==> config.mk <==
export PLATFORM = sky130hd
export DESIGN_NAME = shift_sequencer
export DESIGN_NICKNAME = d
export VERILOG_FILES = /design/src/rtl/shift_pkg.sv /design/src/rtl/bit_op_multiplexor.sv /design/src/rtl/shift_sequencer.sv
export SDC_FILE = /design/constraint.sdc
export NUM_CORES = 1
export LEC_CHECK = 0
export ABC_AREA = 0
export CAP_MARGIN = 0
export CORE_MARGIN = 2
export CORE_UTILIZATION = 42
export DETAILED_ROUTE_END_ITERATION = 6
export PLACE_DENSITY = 0.79
export SYNTH_ARGS = -nofsm -noshare
export SYNTH_HDL_FRONTEND = slang
export SYNTH_HIERARCHICAL = 1
export SYNTH_SLANG_ARGS = --single-unit
==> constraint.sdc <==
create_clock -name clk -period 1.5 [get_ports clk]
set_input_delay 0.15 -clock clk [delete_from_list [all_inputs] [get_ports clk]]
set_output_delay 0.15 -clock clk [all_outputs]
set_load 0.05 [all_outputs]
==> src/rtl/shift_pkg.sv <==
// Shared constants, op encodings and FSM state type for the multi-cycle shifter.
package shift_pkg;

    localparam int SHIFT_W = 16;
    localparam int CNT_W   = 4;

    localparam logic [1:0] OP_SHL = 2'd0;
    localparam logic [1:0] OP_SHR = 2'd1;
    localparam logic [1:0] OP_ROL = 2'd2;
    localparam logic [1:0] OP_ROR = 2'd3;

    typedef enum logic [1:0] {
        ST_IDLE  = 2'd0,
        ST_SHIFT = 2'd1,
        ST_DONE  = 2'd2
    } state_t;

endpackage : shift_pkg

==> src/rtl/bit_op_multiplexor.sv <==
// One-bit shift/rotate stage; purely combinational.
// val1 is the bit inserted at the LSB on SHL, val2 the bit inserted at the MSB on SHR.
module bit_op_multiplexor
    import shift_pkg::*;
(
    input  logic [SHIFT_W-1:0] a,
    input  logic               val1,
    input  logic               val2,
    input  logic [1:0]         sel,
    output logic [SHIFT_W-1:0] y
);

    // Select one of the four single-position shift/rotate results.
    always_comb begin
        y = a;
        case (sel)
            OP_SHL:  y = {a[SHIFT_W-2:0], val1};
            OP_SHR:  y = {val2, a[SHIFT_W-1:1]};
            OP_ROL:  y = {a[SHIFT_W-2:0], a[SHIFT_W-1]};
            OP_ROR:  y = {a[0], a[SHIFT_W-1:1]};
            default: y = a;
        endcase
    end

endmodule : bit_op_multiplexor

==> src/rtl/shift_sequencer.sv <==
// Multi-cycle shifter/rotator: loads an operand, then iterates the one-bit
// stage once per clock for a programmed count with a start/busy/done handshake.
//
// state    | meaning
// ---------+-----------------------------------------------------------
// ST_IDLE  | waiting for start; result/carry hold the last outcome
// ST_SHIFT | one stage iteration per clock until the count runs out
// ST_DONE  | result valid, done pulsed; a start here is accepted at once
module shift_sequencer
    import shift_pkg::*;
(
    input  logic               clk,
    input  logic               rst,
    input  logic               start,
    input  logic [1:0]         op,
    input  logic [CNT_W-1:0]   amount,
    input  logic               fill,
    input  logic [SHIFT_W-1:0] data_in,
    output logic               busy,
    output logic               done,
    output logic [SHIFT_W-1:0] result,
    output logic               carry
);

    state_t             state_q,  state_d;
    logic [1:0]         op_q,     op_d;
    logic               fill_q,   fill_d;
    logic [CNT_W-1:0]   cnt_q,    cnt_d;
    logic [SHIFT_W-1:0] result_q, result_d;
    logic               carry_q,  carry_d;
    logic [SHIFT_W-1:0] stage_y;

    bit_op_multiplexor u_stage (
        .a    (result_q),
        .val1 (fill_q),
        .val2 (fill_q),
        .sel  (op_q),
        .y    (stage_y)
    );

    // Next-state, operand latch, iteration and carry extraction.
    always_comb begin
        state_d  = state_q;
        op_d     = op_q;
        fill_d   = fill_q;
        cnt_d    = cnt_q;
        result_d = result_q;
        carry_d  = carry_q;
        case (state_q)
            ST_IDLE, ST_DONE: begin
                if (start) begin
                    op_d     = op;
                    fill_d   = fill;
                    cnt_d    = amount;
                    result_d = data_in;
                    carry_d  = 1'b0;
                    state_d  = (amount == '0) ? ST_DONE : ST_SHIFT;
                end else begin
                    state_d  = ST_IDLE;
                end
            end
            ST_SHIFT: begin
                result_d = stage_y;
                // Left ops push out the MSB, right ops the LSB.
                if (op_q == OP_SHL || op_q == OP_ROL) begin
                    carry_d = result_q[SHIFT_W-1];
                end else begin
                    carry_d = result_q[0];
                end
                cnt_d = cnt_q - 1'b1;
                if (cnt_q == {{(CNT_W-1){1'b0}}, 1'b1}) begin
                    state_d = ST_DONE;
                end
            end
            default: state_d = ST_IDLE;
        endcase
    end

    // State and datapath registers with synchronous reset.
    always_ff @(posedge clk) begin
        if (rst) begin
            state_q  <= ST_IDLE;
            op_q     <= OP_SHL;
            fill_q   <= 1'b0;
            cnt_q    <= '0;
            result_q <= '0;
            carry_q  <= 1'b0;
        end else begin
            state_q  <= state_d;
            op_q     <= op_d;
            fill_q   <= fill_d;
            cnt_q    <= cnt_d;
            result_q <= result_d;
            carry_q  <= carry_d;
        end
    end

    // Handshake flags decode straight from the registered state.
    always_comb begin
        busy   = (state_q == ST_SHIFT);
        done   = (state_q == ST_DONE);
        result = result_q;
        carry  = carry_q;
    end

endmodule : shift_sequencer

# Word-level counts from Yosys, hierarchy flattened
# Cells that the tools add are included.
# classes
addsub	1
eq_ne	8
n_mux	12
n_reduce_logical	8
# op_table
operator	n
$pmux 16 s4	1
$pmux 16 s2	1
$mux 16	1
$pmux 4 s2	1
$eq 2x2->1 const B	3
$mux 2	3
$eq 2x1->1 const B	2
$eq 4x1->1 const B	1
$logic_not 2->1	2
$logic_not 4->1	1
$mux 4	1
$pmux 2 s2	1
$reduce_and 2->1	2
$sub 4x1->4 const B	1
$mux 1	2
$ne 2x1->1 const B	1
$ne 2x2->1 const B	1
$pmux 1 s2	1
$reduce_bool 2->1	1
$reduce_or 2->1	1
$logic_or 1x1->1	1
# totals
register_bits	26
in_bits	26

# Logic depth before layout (Yosys ltp)
# Gate-level depths: netlist of the first run.
# depth
word_depth	4
mapped_depth	6
depth_no_buf	5

# Cells and area by module
# Netlist of the first run, hierarchy kept.
# modules_own_cells
mod	n_inst	cells_each	area_per_inst_um2	seq_area_each_um2
shift_sequencer	1	149	1174.9	520.5
bit_op_multiplexor	1	22	249.0	0.0

# Worst setup path after synthesis of the first run
# No wires, ideal clock.
# synth_timing
kind	reg-to-reg
start	register result_q[0], in the netlist result[0]
end	register result_q[15], in the netlist result[15]
setup_time_ns	0.091
arrival_ns	1.210
path_slack_ns	0.199
path_stages_with_launch	5
path_buffers	0
cell_sequence	dfxtp_1 mux2i_1 a21oi_1 nand2_1 a311oi_1
# synth_via
elab_chain_len	2
# synth_lines
element	line	text
start: declaration	shift_sequencer.sv:29	logic [SHIFT_W-1:0] result_q, result_d;
start signal: assignment	shift_sequencer.sv:93	result_q <= result_d;
$pmux 16 s4	bit_op_multiplexor.sv:16	case (sel)
net stage_y[15]	shift_sequencer.sv:31	logic [SHIFT_W-1:0] stage_y;
$pmux 16 s2	shift_sequencer.sv:49	case (state_q)
# The timed path passes the listed nets, and every way through them passes these cells.
# A chain may end at the register's enable or synchronous reset.

# Worst setup path in the final report of the first run
# layout_timing
start	register state_q[0]
end	output busy
# layout_via
elab_chain_len	1
# layout_lines
element	line	text
start: declaration	shift_sequencer.sv:25	state_t state_q, state_d;
start signal: assignment	shift_sequencer.sv:89	state_q <= state_d;
$eq 2x1->1	shift_sequencer.sv:100	busy = (state_q == ST_SHIFT);
end: declaration	shift_sequencer.sv:19	output logic busy,
# Every way passes these cells.

==> out/metrics.csv, run 1 <==
stage;metric;value;unit
run_status;status;finished, final reports clean;
die;FP Rows;21;
logic_synthesis;Mapped Avg Cell Area;8.327;um2
cells_and_area;fin nets;238;
logic_synthesis;#FFs+latches synth;26;
logic_synthesis;sequential area share after synthesis;36.56;%
sta;transition time of the tightest slew-check pin;0.3553;ns
cells_and_area;layout cells sized above 1;21.15;%
die;core area;0.003284;mm2
job;max-cap violations;0;
detailed_routing;via count;1308;
cells_and_area;final instance area;0.001901;mm2
placed_design;DPL Wire Length;2.275;mm
placed_design;RePlAce Congestion;0.7610;
logic_synthesis;Distinct cells, synth;30;
sta;worst hold slack;0.3792;ns
clock_network;TritonCTS clock tree;yes;
logic_synthesis;post-synthesis net count;199;
logic_synthesis;Post-Syn Area;0.001424;mm2
setup_path;type of the worst setup path;flop to output port;
setup_path;CP max FO;21;
detailed_routing;DRC violation total after the first TritonRoute iteration;52;
clock_network;Worst-Skew Late Latency;0.31;ns
global_routing;number of global-route vias before repair;1212;
placed_design;DP Cell Count;251;
cells_and_area;commonest non-fill, non-tap cell in the layout;nand2_1;
sta;setup violators final;0;
cells_and_area;Layout area overhead;33.48;%
detailed_routing;TritonRoute pass-1 iters;4;
setup_path;Worst setup SP type;flop;
sta;Setup Skew;0.004678;ns
setup_path;CP arrival;1.25;ns
placed_design;post-place instance area;0.001876;mm2
sta;Final period util;93.30;%
sta;setup_tns;0;ns
detailed_routing;drt via density;5.150;
die;Die Y;62.23;um
global_routing;largest net degree at the start of global routing;42;
clock_network;clk buf depth;2;
sta;f_max;714.5;MHz
min_path;worst min path class;input port to flop;
die;Starting Density;43.35;%
global_routing;Tot GR Track Use;17.41;%
global_routing;first-pass GRT wire length;5.561;mm
detailed_routing;DRC Markers;0;
clock_network;clk sink count;26;
setup_path;WP data required;1.35;ns
sta;min Tclk post-route;1.400;ns
die;Die X-Extent;62.23;um
clock_network;post-CTS setup repair buffer count;0;
sta;unrepaired setup endpoints after global routing;no;
detailed_routing;post-route ant nets;0;
detailed_routing;final wirelength;3.299;mm
placed_design;# port buffers;44;
detailed_routing;Avg WL per Cell;12.99;um
cells_and_area;total of fill cells in the finished design;310;
sta;Max Slew Vio Count;0;
clock_network;CTS Root Buffer Type;clkbuf_4;
sta;relative slew slack;76.10;%
logic_synthesis;Synth Warn #;6;
clock_network;clock buffer count from CTS;3;
cells_and_area;highest-count cells in the layout ignoring fill and taps;nand2_1 (41), dfxtp_1 (26), clkdlybuf4s50_1 (25);
pwr;Max VDD drop;387.9;uV
global_routing;initial antenna violation count;0;
cells_and_area;final core occ;57.87;%
pwr;pwr dens;947.6;mW/mm2
logic_synthesis;Cells after Synth;171;
clock_network;number of H-tree levels;1;
sta;final hold violation count;0;
cells_and_area;Inserted Diodes;0;
pwr;Static Leak;0.7479;nW
die;total I/O pin count;45;
global_routing;gr ovfl total;0;
die;Die ar.;0.003872;mm2
cells_and_area;Finished Layout Cells;254;
clock_network;Clock transition at path regs;0.14;ns
setup_path;Critical Path End Type;output port;
==> kinds of logic after synthesis <==
group,share of synthesized area [%]
compound gates,17.22
fa+ha+maj,1.757
flops,36.56
simple gates,21.09
buf+inv,8.523
mux,14.85
==> where the power goes <==
group	internal, mW	switching [mW]
clock network	0.0938	0.199
registers	0.759	0.0704
logic	0.295	0.383
==> synthesized netlist by cell type, drive strengths merged <==
| master | number | share of area [%] |
|---|---|---|
| a21oi | 9 | 3.2 |
| nand2 | 41 | 11 |
| mux2i | 2 | 1.4 |
| mux2 | 15 | 13 |
| buf | 12 | 6.4 |
| ha | 2 | 1.8 |
| nand3 | 4 | 1.4 |
| inv | 4 | 1.1 |
| clkbuf | 4 | 1.1 |
| o211ai | 1 | 0.53 |
| a22oi | 1 | 0.53 |
| nor2b | 2 | 0.88 |
| nor2 | 19 | 5.0 |
| dfxtp | 26 | 37 |
| a2bb2oi | 1 | 0.62 |
| or3 | 3 | 1.3 |
| a31oi | 2 | 0.88 |
| nand2b | 2 | 0.88 |
| nor3 | 1 | 0.35 |
| a311oi | 16 | 9.8 |
| nor4 | 1 | 0.44 |
| a32oi | 1 | 0.62 |
| o21ba | 1 | 0.70 |
| o21ai | 1 | 0.35 |
==> critical path: stages (launching register included) <==
cell	delay (ns)
dfxtp_1	0.40
nand2b_1	0.14
inv_4	0.23
buf_12	0.17
==> sequential cells by signal (all words and copies together), names as in the netlist <==
register  flops
fill_q        1
result       16
carry         1
cnt_q         4
state_q       2
op_q          2
==> what timing repair did <==
item,in CTS,in global routing
hold buffers,0,0
resized for setup,0,2
endpoints found under the setup margin,0,1
==> metrics by stage <==
stage	power [mW]	worst slack (ns)
floorplan	1.299	0.1987
global placement	1.509	0.2145
detailed placement	1.521	0.1689
CTS	1.805	0.002593
global route	1.898	0.02236
finish	1.801	0.1005
==> final cells by class <==
type	count	area (um2)	share of cell area [%]
multi-input combinational	125	782.0	41.15
inverter	4	17.52	0.9217
timing repair buffer	50	500.5	26.33
tap	46	57.56	3.028
sequential	26	520.5	27.39
clock buffer	3	22.52	1.185
==> path summary, 6_finish.rpt <==
kind,start,end,slack [ns],cells after the start
worst min register to register,fill_q$_SDFFE_PP0P_,fill_q$_SDFFE_PP0P_,0.50,2
worst max-delay path,state_q[0]$_SDFFE_PP0P_,busy,0.10,3
worst max register to register,state_q[0]$_SDFFE_PP0P_,cnt_q[3]$_SDFFE_PP0P_,0.21,4
worst min-delay path,fill,fill_q$_SDFFE_PP0P_,0.38,3
==> metal layers <==
metal	up-vias	global-route usage [%]	share of wire, %
li1	673	-	-
met1	602	22.34	47
met2	31	30.03	47
met3	2	3.261	5.2
met4	0	4.722	0.55
met5	-	0	0
(Power assumes the default switching activity.)
==> inputs of run 2 (changes only) <==
CORE_UTILIZATION = 45   (was 42)
PLACE_DENSITY = 0.84   (was 0.79)
SKIP_LAST_GASP = 1   (was unset)
==> run 2 against run 1 <==
  * Fmax decreased by 0.49%
  * Core utilization increased by 6.5 points
  * Worst hold slack got worse by 0.029 ns
  * Register-to-register slack got worse by 0.05 ns
  * Power increased by 11%
  * Critical path depth unchanged
  * Final area increased by 2.5%
  * Combinational power increased by 2%
  * Clock power increased by 66%
  * Critical path type unchanged
  * Largest cell class unchanged
  * Highest routed layer unchanged
==> out/metrics.csv, run 2 (synthesized netlist as in run 1, its figures left out) <==
stage;metric;value;unit
setup_path;Worst Reg-to-Reg Cells;4;
clock_network;Clock transition at path regs;0.15;ns
sta;Final period util;93.76;%
cells_and_area;Finished Layout Cells;257;
sta;setup violators final;0;
die;FP Rows;20;
setup_path;CP arrival;1.26;ns
clock_network;clock buffer count from CTS;3;
setup_path;Worst setup SP type;flop;
setup_path;R2R Path Start;state_q[0]$_SDFFE_PP0P_;
sta;unrepaired setup endpoints after global routing;no;
cells_and_area;total of fill cells in the finished design;271;
min_path;worst min path class;input port to flop;
placed_design;# port buffers;44;
clock_network;Worst-Skew Late Latency;0.33;ns
pwr;pwr dens;1028;mW/mm2
global_routing;first-pass GRT wire length;5.395;mm
setup_path;WP data required;1.35;ns
cells_and_area;register area;520.5;um2
placed_design;RePlAce Congestion;0.8050;
global_routing;Tot GR Track Use;19.47;%
detailed_routing;via count;1332;
detailed_routing;TritonRoute pass-1 iters;4;
setup_path;Buf/Inv on CP;2;
clock_network;TritonCTS clock tree;yes;
pwr;Tot Pwr;2.002;mW
cells_and_area;final core occ;64.34;%
cells_and_area;commonest non-fill, non-tap cell in the layout;nand2_1;
placed_design;DP Cell Count;253;
die;total I/O pin count;45;
setup_path;Worst path max stage delay;0.39;ns
clock_network;clk sink count;26;
cells_and_area;fin nets;242;
cells_and_area;number of flip-flops in the largest register;16;
die;Die X-Extent;60.25;um
detailed_routing;DRC Markers;0;
setup_path;Cell Chain, Critical Path;nand2b_1 > inv_6 > buf_12;
global_routing;number of global-route vias before repair;1251;
cells_and_area;layout cells sized above 1;23.00;%
min_path;Hold Path Depth;3;
cells_and_area;Inserted Diodes;0;
setup_path;type of the worst setup path;flop to output port;
cells_and_area;highest-count cells in the layout ignoring fill and taps;nand2_1 (41), dfxtp_1 (26), clkdlybuf4s50_1 (25), buf_4 (25), nor2_1 (19);
pwr;Max VDD drop;639.2;uV
sta;relative slew slack;72.31;%
setup_path;R2R Setup Slk;0.16;ns
die;core area;0.003028;mm2
sta;Setup Skew;0.01513;ns
cells_and_area;Layout area overhead;36.82;%
die;Die Y;60.25;um
clock_network;number of H-tree levels;1;
job;max-cap violations;0;
sta;f_max;711.0;MHz
sta;final hold violation count;0;
sta;Max Slew Vio Count;0;
global_routing;gr ovfl total;0;
detailed_routing;final wirelength;3.293;mm
setup_path;Critical Path End Type;output port;
detailed_routing;drt via density;5.183;
pwr;Static Leak;0.7758;nW
global_routing;initial antenna violation count;0;
setup_path;CP top delay family;flip-flops;
setup_path;Reg-to-Reg End;cnt_q[3]$_SDFFE_PP0P_;
sta;min Tclk post-route;1.406;ns
detailed_routing;post-route ant nets;0;
die;Starting Density;47.02;%
sta;transition time of the tightest slew-check pin;0.4116;ns
die;Die ar.;0.003630;mm2
global_routing;largest net degree at the start of global routing;37;
clock_network;clk buf depth;2;
placed_design;DPL Wire Length;2.420;mm
clock_network;CTS Root Buffer Type;clkbuf_4;
min_path;Worst Hold End;op_q[1]$_SDFFE_PP0P_;
run_status;status;finished, final reports clean;
detailed_routing;DRC violation total after the first TritonRoute iteration;54;
min_path;HP Start;op[1];
cells_and_area;area used by multi-input combinational logic;782.0;um2
setup_path;CP max-delay cell;dfxtp_1;
detailed_routing;Avg WL per Cell;12.81;um
setup_path;CP max FO;21;
sta;setup_tns;0;ns
-- run 2: worst max path at each step --
stage	start	to	cells after the start
2_1_floorplan	result[0]$_SDFFE_PP0P_	result[15]$_SDFFE_PP0P_	4
3_3_place_gp	start	result[5]$_SDFFE_PP0P_	5
6_report	state_q[0]$_SDFFE_PP0P_	busy	3
4_1_cts	state_q[0]$_SDFFE_PP0P_	busy	3
5_1_grt	state_q[0]$_SDFFE_PP0P_	busy	3
3_5_place_dp	amount[2]	state_q[1]$_SDFFE_PP0P_	4
-- run 2: final cells by class --
cell class | instances | area share [%]
well taps | 44 | 2.826
repair buffers | 54 | 26.59
flip-flops and latches | 26 | 26.72
multi-input cells | 125 | 40.14
clock inverters | 1 | 1.541
clock buffers | 3 | 1.156
inverters | 4 | 1.028
-- run 2: per-layer routing --
metal / vias up / GRT usage, % / share of wire, %
li1: 683 / - / -
met3: 6 / 4.762 / 5.6
met1: 602 / 23.78 / 44
met2: 41 / 33.54 / 49
met4: 0 / 5.714 / 1.4
met5: - / 0 / 0
-- run 2: worst register-to-register path, cell delays in order (launching register included) --
cell      delay, ns
dfxtp_1        0.39
nand2b_1       0.17
buf_4          0.21
or3_1          0.35
a31oi_1        0.14
-- run 2: per-stage QoR --
stage               hold WS, ns  area, um2  worst slack, ns
finish                   0.3504       1948          0.09359
global route             0.3310       1948         0.005937
CTS                      0.3425       1946          0.04622
detailed placement       0.4617       1891           0.1257
global placement         0.4556       1891           0.2190
floorplan                0.2860       1424           0.1987
-- run 2: power breakdown --
part | leakage, nW | switching [mW] | internal, mW
Clock | 0.0279 | 0.215 | 0.270
Sequential | 0.215 | 0.0672 | 0.760
Combinational | 0.533 | 0.387 | 0.303
-- run 2: what timing repair did --
item | in CTS | in global routing
setup buffers | 0 | 0
endpoints found under the hold margin | 0 | 0
gates resized for setup | 1 | 1
hold buffers | 0 | 0
setup endpoints to repair | 1 | 1
==> inputs of run 3 (changes only) <==
ABC_CLOCK_PERIOD_IN_PS = 1500   (was unset)
CTS_BUF_LIST = sky130_fd_sc_hd__clkbuf_4   (was unset)
==> results of run 3 <==
Same layout as run 2: the final DEF is identical, and so are final timing and power.
